### src/rtl/cmp_mon_pkg.sv
// rtl/cmp_mon_pkg.sv - shared types and helpers for the comparator result monitor
package cmp_mon_pkg;

  // The state encoding doubles as the 2-bit result code of an accepted sample.
  typedef enum logic [1:0] {
    S_IDLE = 2'd0,
    S_GT   = 2'd1,
    S_LT   = 2'd2,
    S_EQ   = 2'd3
  } state_t;

  localparam logic [2:0] FLAG_GT = 3'b100;
  localparam logic [2:0] FLAG_LT = 3'b010;
  localparam logic [2:0] FLAG_EQ = 3'b001;

  function automatic logic is_one_hot(input logic [2:0] flags);
    return (flags == FLAG_GT) || (flags == FLAG_LT) || (flags == FLAG_EQ);
  endfunction

  function automatic state_t flags_to_result(input logic [2:0] flags);
    case (flags)
      FLAG_GT: return S_GT;
      FLAG_LT: return S_LT;
      FLAG_EQ: return S_EQ;
      default: return S_IDLE;
    endcase
  endfunction

endpackage

### src/rtl/cmp_result_monitor_if.sv
// rtl/cmp_result_monitor_if.sv - sample and statistics bundle of the comparator result monitor
interface cmp_result_monitor_if #(
  parameter int CNT_W = 8,
  parameter int RUN_W = 4
);
  logic             in_valid;
  logic             A_greater;
  logic             A_less;
  logic             A_equal;
  logic             clear;
  logic             out_valid;
  logic [CNT_W-1:0] gt_count;
  logic [CNT_W-1:0] lt_count;
  logic [CNT_W-1:0] eq_count;
  logic [RUN_W-1:0] eq_run;
  logic             match_lock;
  logic             changed;
  logic             flag_error;

  modport master (
    output in_valid, A_greater, A_less, A_equal, clear,
    input  out_valid, gt_count, lt_count, eq_count, eq_run, match_lock, changed, flag_error
  );

  modport slave (
    input  in_valid, A_greater, A_less, A_equal, clear,
    output out_valid, gt_count, lt_count, eq_count, eq_run, match_lock, changed, flag_error
  );
endinterface

### src/rtl/sat_counter.sv
// rtl/sat_counter.sv - saturating up-counter with synchronous clear
module sat_counter #(
  parameter int W = 8
) (
  input  logic         clk,
  input  logic         rst_n,
  input  logic         i_inc,
  input  logic         i_clr,
  output logic [W-1:0] o_count
);

  always_ff @(posedge clk or negedge rst_n) begin
    if (!rst_n) begin
      o_count <= '0;
    end else if (i_clr) begin
      o_count <= '0;
    end else if (i_inc && (o_count != {W{1'b1}})) begin
      o_count <= o_count + W'(1);
    end
  end

endmodule

### src/rtl/cmp_result_monitor.sv
// rtl/cmp_result_monitor.sv - registered one-hot check, last-result FSM and statistics
module cmp_result_monitor
  import cmp_mon_pkg::*;
#(
  parameter int CNT_W   = 8,
  parameter int RUN_W   = 4,
  parameter int EQ_LOCK = 4
) (
  input logic                 clk,
  input logic                 rst_n,
  cmp_result_monitor_if.slave bus
);

  localparam logic [RUN_W-1:0] RUN_MAX = {RUN_W{1'b1}};
  localparam logic [RUN_W-1:0] LOCK_TH = RUN_W'(EQ_LOCK);

  logic [2:0]       w_flags;
  logic             w_one_hot;
  state_t           w_result;
  logic             w_accept;
  logic             w_bad;
  logic [RUN_W-1:0] w_run_next;

  state_t           r_state;
  logic             r_out_valid;
  logic             r_changed;
  logic             r_flag_error;
  logic             r_match_lock;
  logic [RUN_W-1:0] r_eq_run;

  assign w_flags   = {bus.A_greater, bus.A_less, bus.A_equal};
  assign w_one_hot = is_one_hot(w_flags);
  assign w_result  = flags_to_result(w_flags);
  assign w_accept  = bus.in_valid && !bus.clear && w_one_hot;
  assign w_bad     = bus.in_valid && !bus.clear && !w_one_hot;

  always_comb begin
    w_run_next = r_eq_run;
    if (w_accept) begin
      if (w_result == S_EQ) begin
        if (r_eq_run != RUN_MAX) w_run_next = r_eq_run + RUN_W'(1);
      end else begin
        w_run_next = '0;
      end
    end
  end

  // Malformed samples only touch the sticky error flag; the pulses drop to 0.
  always_ff @(posedge clk or negedge rst_n) begin
    if (!rst_n) begin
      r_state      <= S_IDLE;
      r_out_valid  <= 1'b0;
      r_changed    <= 1'b0;
      r_flag_error <= 1'b0;
      r_match_lock <= 1'b0;
      r_eq_run     <= '0;
    end else if (bus.clear) begin
      r_state      <= S_IDLE;
      r_out_valid  <= 1'b0;
      r_changed    <= 1'b0;
      r_flag_error <= 1'b0;
      r_match_lock <= 1'b0;
      r_eq_run     <= '0;
    end else begin
      r_out_valid <= w_accept;
      r_changed   <= w_accept && (r_state != S_IDLE) && (r_state != w_result);
      if (w_bad) r_flag_error <= 1'b1;
      if (w_accept) begin
        r_eq_run     <= w_run_next;
        r_match_lock <= (w_run_next >= LOCK_TH);
        case (r_state)
          S_IDLE, S_GT, S_LT, S_EQ: r_state <= w_result;
          default:                  r_state <= S_IDLE;
        endcase
      end
    end
  end

  sat_counter #(.W(CNT_W)) u_gt_cnt (
    .clk     (clk),
    .rst_n   (rst_n),
    .i_inc   (w_accept && (w_result == S_GT)),
    .i_clr   (bus.clear),
    .o_count (bus.gt_count)
  );

  sat_counter #(.W(CNT_W)) u_lt_cnt (
    .clk     (clk),
    .rst_n   (rst_n),
    .i_inc   (w_accept && (w_result == S_LT)),
    .i_clr   (bus.clear),
    .o_count (bus.lt_count)
  );

  sat_counter #(.W(CNT_W)) u_eq_cnt (
    .clk     (clk),
    .rst_n   (rst_n),
    .i_inc   (w_accept && (w_result == S_EQ)),
    .i_clr   (bus.clear),
    .o_count (bus.eq_count)
  );

  assign bus.out_valid  = r_out_valid;
  assign bus.changed    = r_changed;
  assign bus.flag_error = r_flag_error;
  assign bus.match_lock = r_match_lock;
  assign bus.eq_run     = r_eq_run;

endmodule

### src/flat_wrapper.sv
// flat-port wrapper written by rule: the top's interface ports become plain ports
module cmp_result_monitor_flat import cmp_mon_pkg::*;
#(
  parameter int CNT_W   = 8,
  parameter int RUN_W   = 4,
  parameter int EQ_LOCK = 4
)
  (clk, rst_n, bus_in_valid, bus_A_greater, bus_A_less, bus_A_equal, bus_clear, bus_out_valid, bus_gt_count, bus_lt_count, bus_eq_count, bus_eq_run, bus_match_lock, bus_changed, bus_flag_error);
  cmp_result_monitor_if #(.CNT_W(CNT_W), .RUN_W(RUN_W)) bus_i ();
  input logic clk;
  input logic rst_n;
  input wire logic [$bits(bus_i.in_valid)-1:0] bus_in_valid;
  input wire logic [$bits(bus_i.A_greater)-1:0] bus_A_greater;
  input wire logic [$bits(bus_i.A_less)-1:0] bus_A_less;
  input wire logic [$bits(bus_i.A_equal)-1:0] bus_A_equal;
  input wire logic [$bits(bus_i.clear)-1:0] bus_clear;
  output wire logic [$bits(bus_i.out_valid)-1:0] bus_out_valid;
  output wire logic [$bits(bus_i.gt_count)-1:0] bus_gt_count;
  output wire logic [$bits(bus_i.lt_count)-1:0] bus_lt_count;
  output wire logic [$bits(bus_i.eq_count)-1:0] bus_eq_count;
  output wire logic [$bits(bus_i.eq_run)-1:0] bus_eq_run;
  output wire logic [$bits(bus_i.match_lock)-1:0] bus_match_lock;
  output wire logic [$bits(bus_i.changed)-1:0] bus_changed;
  output wire logic [$bits(bus_i.flag_error)-1:0] bus_flag_error;
  assign bus_i.in_valid = bus_in_valid;
  assign bus_i.A_greater = bus_A_greater;
  assign bus_i.A_less = bus_A_less;
  assign bus_i.A_equal = bus_A_equal;
  assign bus_i.clear = bus_clear;
  assign bus_out_valid = bus_i.out_valid;
  assign bus_gt_count = bus_i.gt_count;
  assign bus_lt_count = bus_i.lt_count;
  assign bus_eq_count = bus_i.eq_count;
  assign bus_eq_run = bus_i.eq_run;
  assign bus_match_lock = bus_i.match_lock;
  assign bus_changed = bus_i.changed;
  assign bus_flag_error = bus_i.flag_error;
  cmp_result_monitor #(.CNT_W(CNT_W), .RUN_W(RUN_W), .EQ_LOCK(EQ_LOCK)) u_core (.clk(clk), .rst_n(rst_n), .bus(bus_i));
endmodule
### config.mk
export PLATFORM = sky130hd
export DESIGN_NAME = cmp_result_monitor_flat
export DESIGN_NICKNAME = d
export VERILOG_FILES = /design/src/rtl/cmp_mon_pkg.sv /design/src/rtl/cmp_result_monitor_if.sv /design/src/rtl/sat_counter.sv /design/src/rtl/cmp_result_monitor.sv /design/src/flat_wrapper.sv
export SDC_FILE = /design/constraint.sdc
export NUM_CORES = 1
export LEC_CHECK = 0
export ABC_CLOCK_PERIOD_IN_PS = 2300
export CORE_ASPECT_RATIO = 0.75
export CORE_MARGIN = 5
export CORE_UTILIZATION = 50
export DETAILED_ROUTE_END_ITERATION = 8
export PLACE_DENSITY = 0.79
export SYNTH_ARGS = -nofsm -noshare
export SYNTH_HDL_FRONTEND = slang
export SYNTH_SLANG_ARGS = --single-unit
export TNS_END_PERCENT = 100
### constraint.sdc
create_clock -name clk -period 2.3 [get_ports clk]
set_input_delay 0.345 -clock clk [delete_from_list [all_inputs] [get_ports clk]]
set_output_delay 0.345 -clock clk [all_outputs]
set_load 0.02 [all_outputs]
Word level (Yosys, flattened, before mapping)
Cells that the tools add are included.
{"block": "classes", "add_sub_neg": 4, "n_lt_le_gt_ge": 1, "n_eq_ne": 14, "mux": 21, "reduce_logical": 23}
{"op": "8-bit two-way mux", "n": 6}
{"op": "8-bit by 1-bit adder with 8-bit output (second input constant)", "n": 3}
{"op": "8-bit inequality test (second input constant)", "n": 3}
{"op": "4-bit two-way mux", "n": 5}
{"op": "2-bit nonzero test", "n": 6}
{"op": "1-bit logical AND", "n": 11}
{"op": "2-bit equality test (second input constant)", "n": 4}
{"op": "1-bit two-way mux", "n": 6}
{"op": "2-bit two-way mux", "n": 3}
{"op": "2-bit one-hot mux with 3 select lines", "n": 1}
{"op": "4-bit by 1-bit adder with 4-bit output (second input constant)", "n": 1}
{"op": "2-bit by 1-bit equality test with 1-bit output (second input constant)", "n": 2}
{"op": "4-bit by 3-bit greater-or-equal comparator with 1-bit output (second input constant)", "n": 1}
{"op": "4-bit inequality test (second input constant)", "n": 1}
{"op": "4-bit OR reduction", "n": 1}
{"op": "3-bit by 1-bit equality test with 1-bit output (second input constant)", "n": 1}
{"op": "3-bit by 2-bit equality test with 1-bit output (second input constant)", "n": 1}
{"op": "3-bit equality test (second input constant)", "n": 1}
{"op": "1-bit logical NOT", "n": 2}
{"op": "2-bit logical NOT", "n": 1}
{"op": "1-bit logical OR", "n": 2}
{"op": "2-bit inequality test", "n": 1}
{"block": "word_totals", "register_bits": 34, "output_inout_bits": 32, "elab_cells": 72}

Longest topological paths before layout
{"block": "logic_depth", "depth_word": 8, "mapped_depth": 6, "ltp_nobuf": 5}

By module
A second synthesis with hierarchy kept.
{"block": "hier_totals", "hier_cells": 211, "area_unflattened_um2": 1969.4}
{"module": "sat_counter", "n_inst": 3, "cells_per_inst": 49, "area_each_um2": 464.2, "seq_area_each_um2": 200.2}
{"module": "cmp_result_monitor", "n_inst": 1, "cells_per_inst": 64, "area_each_um2": 576.8, "seq_area_each_um2": 250.2}

Least setup slack after synthesis
No wires, ideal clock.
{"block": "synth_path", "path_type": "reg2reg", "from": "register u_core.u_eq_cnt.o_count[0]", "to": "register u_core.u_eq_cnt.o_count[5]", "setup_time_ns": 0.125, "t_arrival_ns": 1.799, "required_ns": 2.175, "slack_ns": 0.377, "path_stages_with_launch": 6, "period_less_slack_ns": 1.923, "path_cell_list": "dfrtp_1 > ha_1 > and3_1 > a2111oi_2 > nand3_1 > mux2_2"}
{"block": "synth_via", "elab_chain_cells": 3}
{"element": "start, declared", "line": "sat_counter.sv:9", "text": "output logic [W-1:0] o_count"}
{"element": "start signal, assigned", "line": "sat_counter.sv:18", "text": "o_count <= o_count + W'(1);"}
{"element": "8-bit by 1-bit adder with 8-bit output / 8-bit inequality test (equally long branches)", "line": "sat_counter.sv:18, sat_counter.sv:17"}
{"element": "8-bit two-way mux / 1-bit logical AND (equally long branches)", "line": "sat_counter.sv:17", "text": "end else if (i_inc && (o_count != {W{1'b1}})) begin"}
{"element": "8-bit two-way mux / 2-bit nonzero test (equally long branches)"}
Several ways; a longest one is shown, not always the timed one. The select of a mux whose other input is x is not followed.
A chain may end at the register's enable or synchronous reset.

Worst setup path after layout
{"block": "layout_path", "from": "input bus_A_greater", "to": "register u_core.u_gt_cnt.o_count[7]"}
{"block": "layout_via", "elab_chain_cells": 7}
{"element": "start, declared", "line": "flat_wrapper.sv:13", "text": "input wire logic [$bits(bus_i.A_greater)-1:0] bus_A_greater;"}
{"element": "branches (longest 4 deep; another with 3-bit by 1-bit equality test with 1-bit output)"}
{"element": "1-bit logical AND *", "line": "cmp_result_monitor.sv:82", "text": ".i_inc (w_accept && (w_result == S_GT)),"}
{"element": "1-bit logical AND *", "line": "sat_counter.sv:17"}
{"element": "2-bit nonzero test (no source line) *"}
{"element": "end signal, assigned", "line": "sat_counter.sv:18"}
{"element": "end, declared", "line": "sat_counter.sv:9"}
Every way passes the cells marked *.

==> flow_results.xml <==
<?xml version="1.0" encoding="UTF-8"?>
<metrics>
  <group name="outcome">
    <metric name="outcome" unit="">finished clean</metric>
  </group>
  <group name="synth">
    <metric name="synth_simple_gate_area_share" unit="%">21.5</metric>
    <metric name="multiplexer_area_fraction_after_synthesis" unit="%">2.87</metric>
    <metric name="synth_seq_cells" unit="">34</metric>
    <metric name="synth_warnings" unit="">0</metric>
    <metric name="ys_seq_area_share" unit="%">47.6</metric>
    <metric name="synth_area_per_cell" unit="um^2">10.1</metric>
    <metric name="postSynthNetCount" unit="">189</metric>
    <metric name="post_synth_xor_area_fraction" unit="%">3.92</metric>
    <metric name="synth-compound-area-share" unit="%">19.0</metric>
    <metric name="yosys.area_share.adder" unit="%">2.80</metric>
    <metric name="synth_enable_flop_cells" unit="">0</metric>
    <metric name="post-synth-top-area-fraction" unit="%">47.6</metric>
    <metric name="synth.distinct_cells" unit="">52</metric>
    <metric name="async_flop_share" unit="%">100</metric>
    <metric name="synthDominantAreaCellType" unit="">sky130_fd_sc_hd__dfrtp_1</metric>
    <metric name="synth_top_flop_cell" unit="">sky130_fd_sc_hd__dfrtp_1</metric>
    <metric name="synth.cell_area" unit="um^2">1790</metric>
    <metric name="synth_cells" unit="">178</metric>
    <metric name="largest_family_of_logic_cells_by_synthesized_area" unit="">simple AND/OR/NAND/NOR gates</metric>
    <metric name="largest_cells_by_area_after_synthesis" unit="">sky130_fd_sc_hd__dfrtp_1, sky130_fd_sc_hd__a21oi_1, sky130_fd_sc_hd__nand3_1, sky130_fd_sc_hd__nor2_1, sky130_fd_sc_hd__ha_1</metric>
  </group>
  <group name="power">
    <metric name="p_per_area" unit="nW/um^2">486</metric>
    <metric name="netSwitchingFraction" unit="%">23.9</metric>
    <metric name="seqPwrFrac" unit="%">52.1</metric>
    <metric name="power.net_switching" unit="uW">280</metric>
    <metric name="p_int" unit="uW">891</metric>
    <metric name="clkPwrFrac" unit="%">39.0</metric>
    <metric name="ir_worst_vdd" unit="mV">0.413</metric>
    <metric name="leakage" unit="uW">0.000999</metric>
    <metric name="p_comb_share" unit="%">9.0</metric>
    <metric name="fin_total_pwr" unit="uW">1170</metric>
  </group>
  <group name="detailed_routing">
    <metric name="final_antenna_net_count" unit="">0</metric>
    <metric name="detail_route.vias_per_cell" unit="">6.08</metric>
    <metric name="drt_wl_total" unit="um">4480</metric>
    <metric name="drc" unit="">0</metric>
    <metric name="wire_per_inst" unit="um">16.2</metric>
    <metric name="drc_violation_total_after_the_first_tritonroute_iteration" unit="">87</metric>
    <metric name="vias" unit="">1678</metric>
    <metric name="drt_pre_antenna_iters" unit="">4</metric>
  </group>
  <group name="floorplan">
    <metric name="core_region_area" unit="um^2">3380</metric>
    <metric name="die-area" unit="um^2">4890</metric>
    <metric name="chip_width" unit="um">79.1</metric>
    <metric name="start_util" unit="%">53.0</metric>
    <metric name="ios" unit="">39</metric>
    <metric name="height_of_the_chip" unit="um">61.8</metric>
    <metric name="placement_rows" unit="">18</metric>
  </group>
  <group name="setup_path">
    <metric name="reg2reg_depth" unit="">5</metric>
    <metric name="path_max_fanout" unit="">3</metric>
    <metric name="setup_crit_end_kind" unit="">flip-flop</metric>
    <metric name="required" unit="ns">2.52</metric>
    <metric name="cp_data_arrival_time" unit="ns">2.23</metric>
    <metric name="kind_of_start_point_of_the_critical_path" unit="">input port</metric>
    <metric name="worstSetupPathType" unit="">input port to flip-flop</metric>
  </group>
  <group name="placed_design">
    <metric name="place_congestion" unit="">0.935</metric>
    <metric name="buffer_ports.inserted" unit="">38</metric>
    <metric name="dpl_cell_area" unit="um^2">2320</metric>
    <metric name="place.detailed.hpwl" unit="um">3310</metric>
  </group>
  <group name="clocking">
    <metric name="cts_htree_levels" unit="">2</metric>
    <metric name="cts_setup_buffers" unit="">0</metric>
    <metric name="clkTransAtPathRegs" unit="ns">0.07</metric>
    <metric name="clockBufferDepth" unit="">2</metric>
    <metric name="clock-root-buffer" unit="">sky130_fd_sc_hd__clkbuf_8</metric>
    <metric name="postCtsHoldBufs" unit="">0</metric>
    <metric name="clk_latency" unit="ns">0.29</metric>
    <metric name="cts_tree" unit="">built</metric>
    <metric name="cts_sinks" unit="">34</metric>
    <metric name="cts_made_buffers" unit="">5</metric>
    <metric name="cts_resized" unit="">0</metric>
  </group>
  <group name="sta">
    <metric name="final.setup_skew" unit="ns">0.00623</metric>
    <metric name="finalCriticalPeriod" unit="ns">2.01</metric>
    <metric name="max_slew.worst_pin.slew" unit="ns">0.504</metric>
    <metric name="setup_tns" unit="ns">0</metric>
    <metric name="timing.max_slew.rel_slack" unit="%">65.6</metric>
    <metric name="timing.final.hold_violations" unit="">0</metric>
    <metric name="fin_crit_sh" unit="%">87.2</metric>
    <metric name="report.final.setup_viol" unit="">0</metric>
    <metric name="grt_setup_unrepaired" unit="">false</metric>
    <metric name="timing_max_transition_violations_final" unit="">0</metric>
    <metric name="maxClockFrequency" unit="MHz">499</metric>
    <metric name="holdWs" unit="ns">0.454</metric>
  </group>
  <group name="finish">
    <metric name="fraction_of_final_layout_cells_sized_beyond_drive_strength_1" unit="%">11.9</metric>
    <metric name="final_area" unit="um^2">2410</metric>
    <metric name="mostFrequentLayoutCell" unit="">sky130_fd_sc_hd__clkdlybuf4s50_1</metric>
    <metric name="fill_cells" unit="">255</metric>
    <metric name="final_net_count" unit="">246</metric>
    <metric name="num_antenna_cells" unit="">0</metric>
    <metric name="layout.cells.most_common_list" unit="">sky130_fd_sc_hd__clkdlybuf4s50_1, sky130_fd_sc_hd__dfrtp_1, sky130_fd_sc_hd__nor2_1, sky130_fd_sc_hd__buf_4, sky130_fd_sc_hd__a21oi_1</metric>
    <metric name="synthToLayoutAreaGrowth" unit="%">34.8</metric>
  </group>
  <group name="global_routing">
    <metric name="globalRoute.totalOverflow" unit="">0</metric>
    <metric name="grt_first_pass_wirelength" unit="um">7590</metric>
    <metric name="grt_start_max_net_pins" unit="">35</metric>
    <metric name="grt_util_all_layers" unit="%">20.5</metric>
    <metric name="first_global_vias" unit="">1612</metric>
    <metric name="antenna_found_initial" unit="">0</metric>
  </group>
  <group name="worst_hold_path">
    <metric name="min_path_type" unit="">input port to async pin</metric>
  </group>
  <group name="job">
    <metric name="drv.max_cap_violation_count" unit="">0</metric>
  </group>
</metrics>
cells by family (layout without fill, tap and decap cells):
group	Yosys count	count (layout)
simple gates	70	70
compound gates	48	48
flops	34	34
buf+inv	9	67
xor+xnor	8	8
mux	5	5
fa+ha+maj	4	4
state kept, by name, summed over array words and instances (netlist names):
| name | flops |
|---|---|
| u_core.u_gt_cnt.o_count | 8 |
| u_core.bus.flag_error | 1 |
| u_core.bus.out_valid | 1 |
| u_core.bus.changed | 1 |
| u_core.r_state | 2 |
| u_core.bus.eq_run | 4 |
| u_core.bus.match_lock | 1 |
| u_core.u_lt_cnt.o_count | 8 |
| u_core.u_eq_cnt.o_count | 8 |
through the flow:
stage | utilization [%] | worst slack (ns) | std cells
final | 71.4 | 0.295 | 276
after global placement | 68.7 | 0.0333 | 268
after CTS | 71.4 | 0.307 | 276
after global routing | 71.4 | 0.244 | 276
after detailed placement | 68.7 | 0.00562 | 268
after floorplan | - | 0.377 | 178
cell usage after synthesis (5+ instances only):
cell type and number:
sky130_fd_sc_hd__or3_1 5, sky130_fd_sc_hd__nand3_1 14, sky130_fd_sc_hd__nor2_1 17, sky130_fd_sc_hd__nand2_1 10
sky130_fd_sc_hd__o21ai_0 5, sky130_fd_sc_hd__a21oi_1 15, sky130_fd_sc_hd__dfrtp_1 34
area by class of cell:
class                      instances  area [um^2]  share of cell area [%]
clock buffer                       7         86.3                    3.58
tap                               40         50.0                    2.08
inverter                           4         15.0                   0.623
clock inverter                     1         5.00                   0.208
multi-input combinational        135          896                    37.2
timing repair buffer              55          508                    21.1
sequential                        34          851                    35.3
worst max-delay path, stage by stage:
cell and delay (ns):
sky130_fd_sc_hd__clkdlybuf4s50_1 0.50, sky130_fd_sc_hd__or3b_1 0.38, sky130_fd_sc_hd__or3_1 0.37, sky130_fd_sc_hd__or4_1 0.48, sky130_fd_sc_hd__a21oi_1 0.16
routing by layer:
layer	global-route usage [%]	routed length, um
met2	33.5	2110
met1	26.6	2070
met3	6.92	221
met5	0	0
met4	6.13	70
power by group through the flow:
| stage | Sequential [uW] | Clock (uW) | Combinational [uW] |
|---|---|---|---|
| 2_1_floorplan | 626 | 0 | 41.0 |
| 3_3_place_gp | 621 | 0 | 101 |
| 3_5_place_dp | 621 | 0 | 105 |
| 4_1_cts | 610 | 465 | 106 |
| 5_1_grt | 610 | 496 | 116 |
| 6_report | 610 | 456 | 105 |
final timing paths:
path	startpoint	end	slack [ns]
max	bus_A_greater	u_core.u_gt_cnt.o_count[7]$_DFFE_PN0P_	0.29
min	rst_n	u_core.r_state[0]$_DFFE_PN0P_	0.45
max reg2reg	u_core.u_eq_cnt.o_count[0]$_DFFE_PN0P_	u_core.u_eq_cnt.o_count[5]$_DFFE_PN0P_	0.43
min reg2reg	u_core.bus.match_lock$_DFFE_PN0P_	u_core.bus.match_lock$_DFFE_PN0P_	0.52
max in group asynchronous	rst_n	u_core.bus.eq_run[1]$_DFFE_PN0P_	1.55
min in group clk	u_core.bus.match_lock$_DFFE_PN0P_	u_core.bus.match_lock$_DFFE_PN0P_	0.52
(Power assumes the default switching activity.)
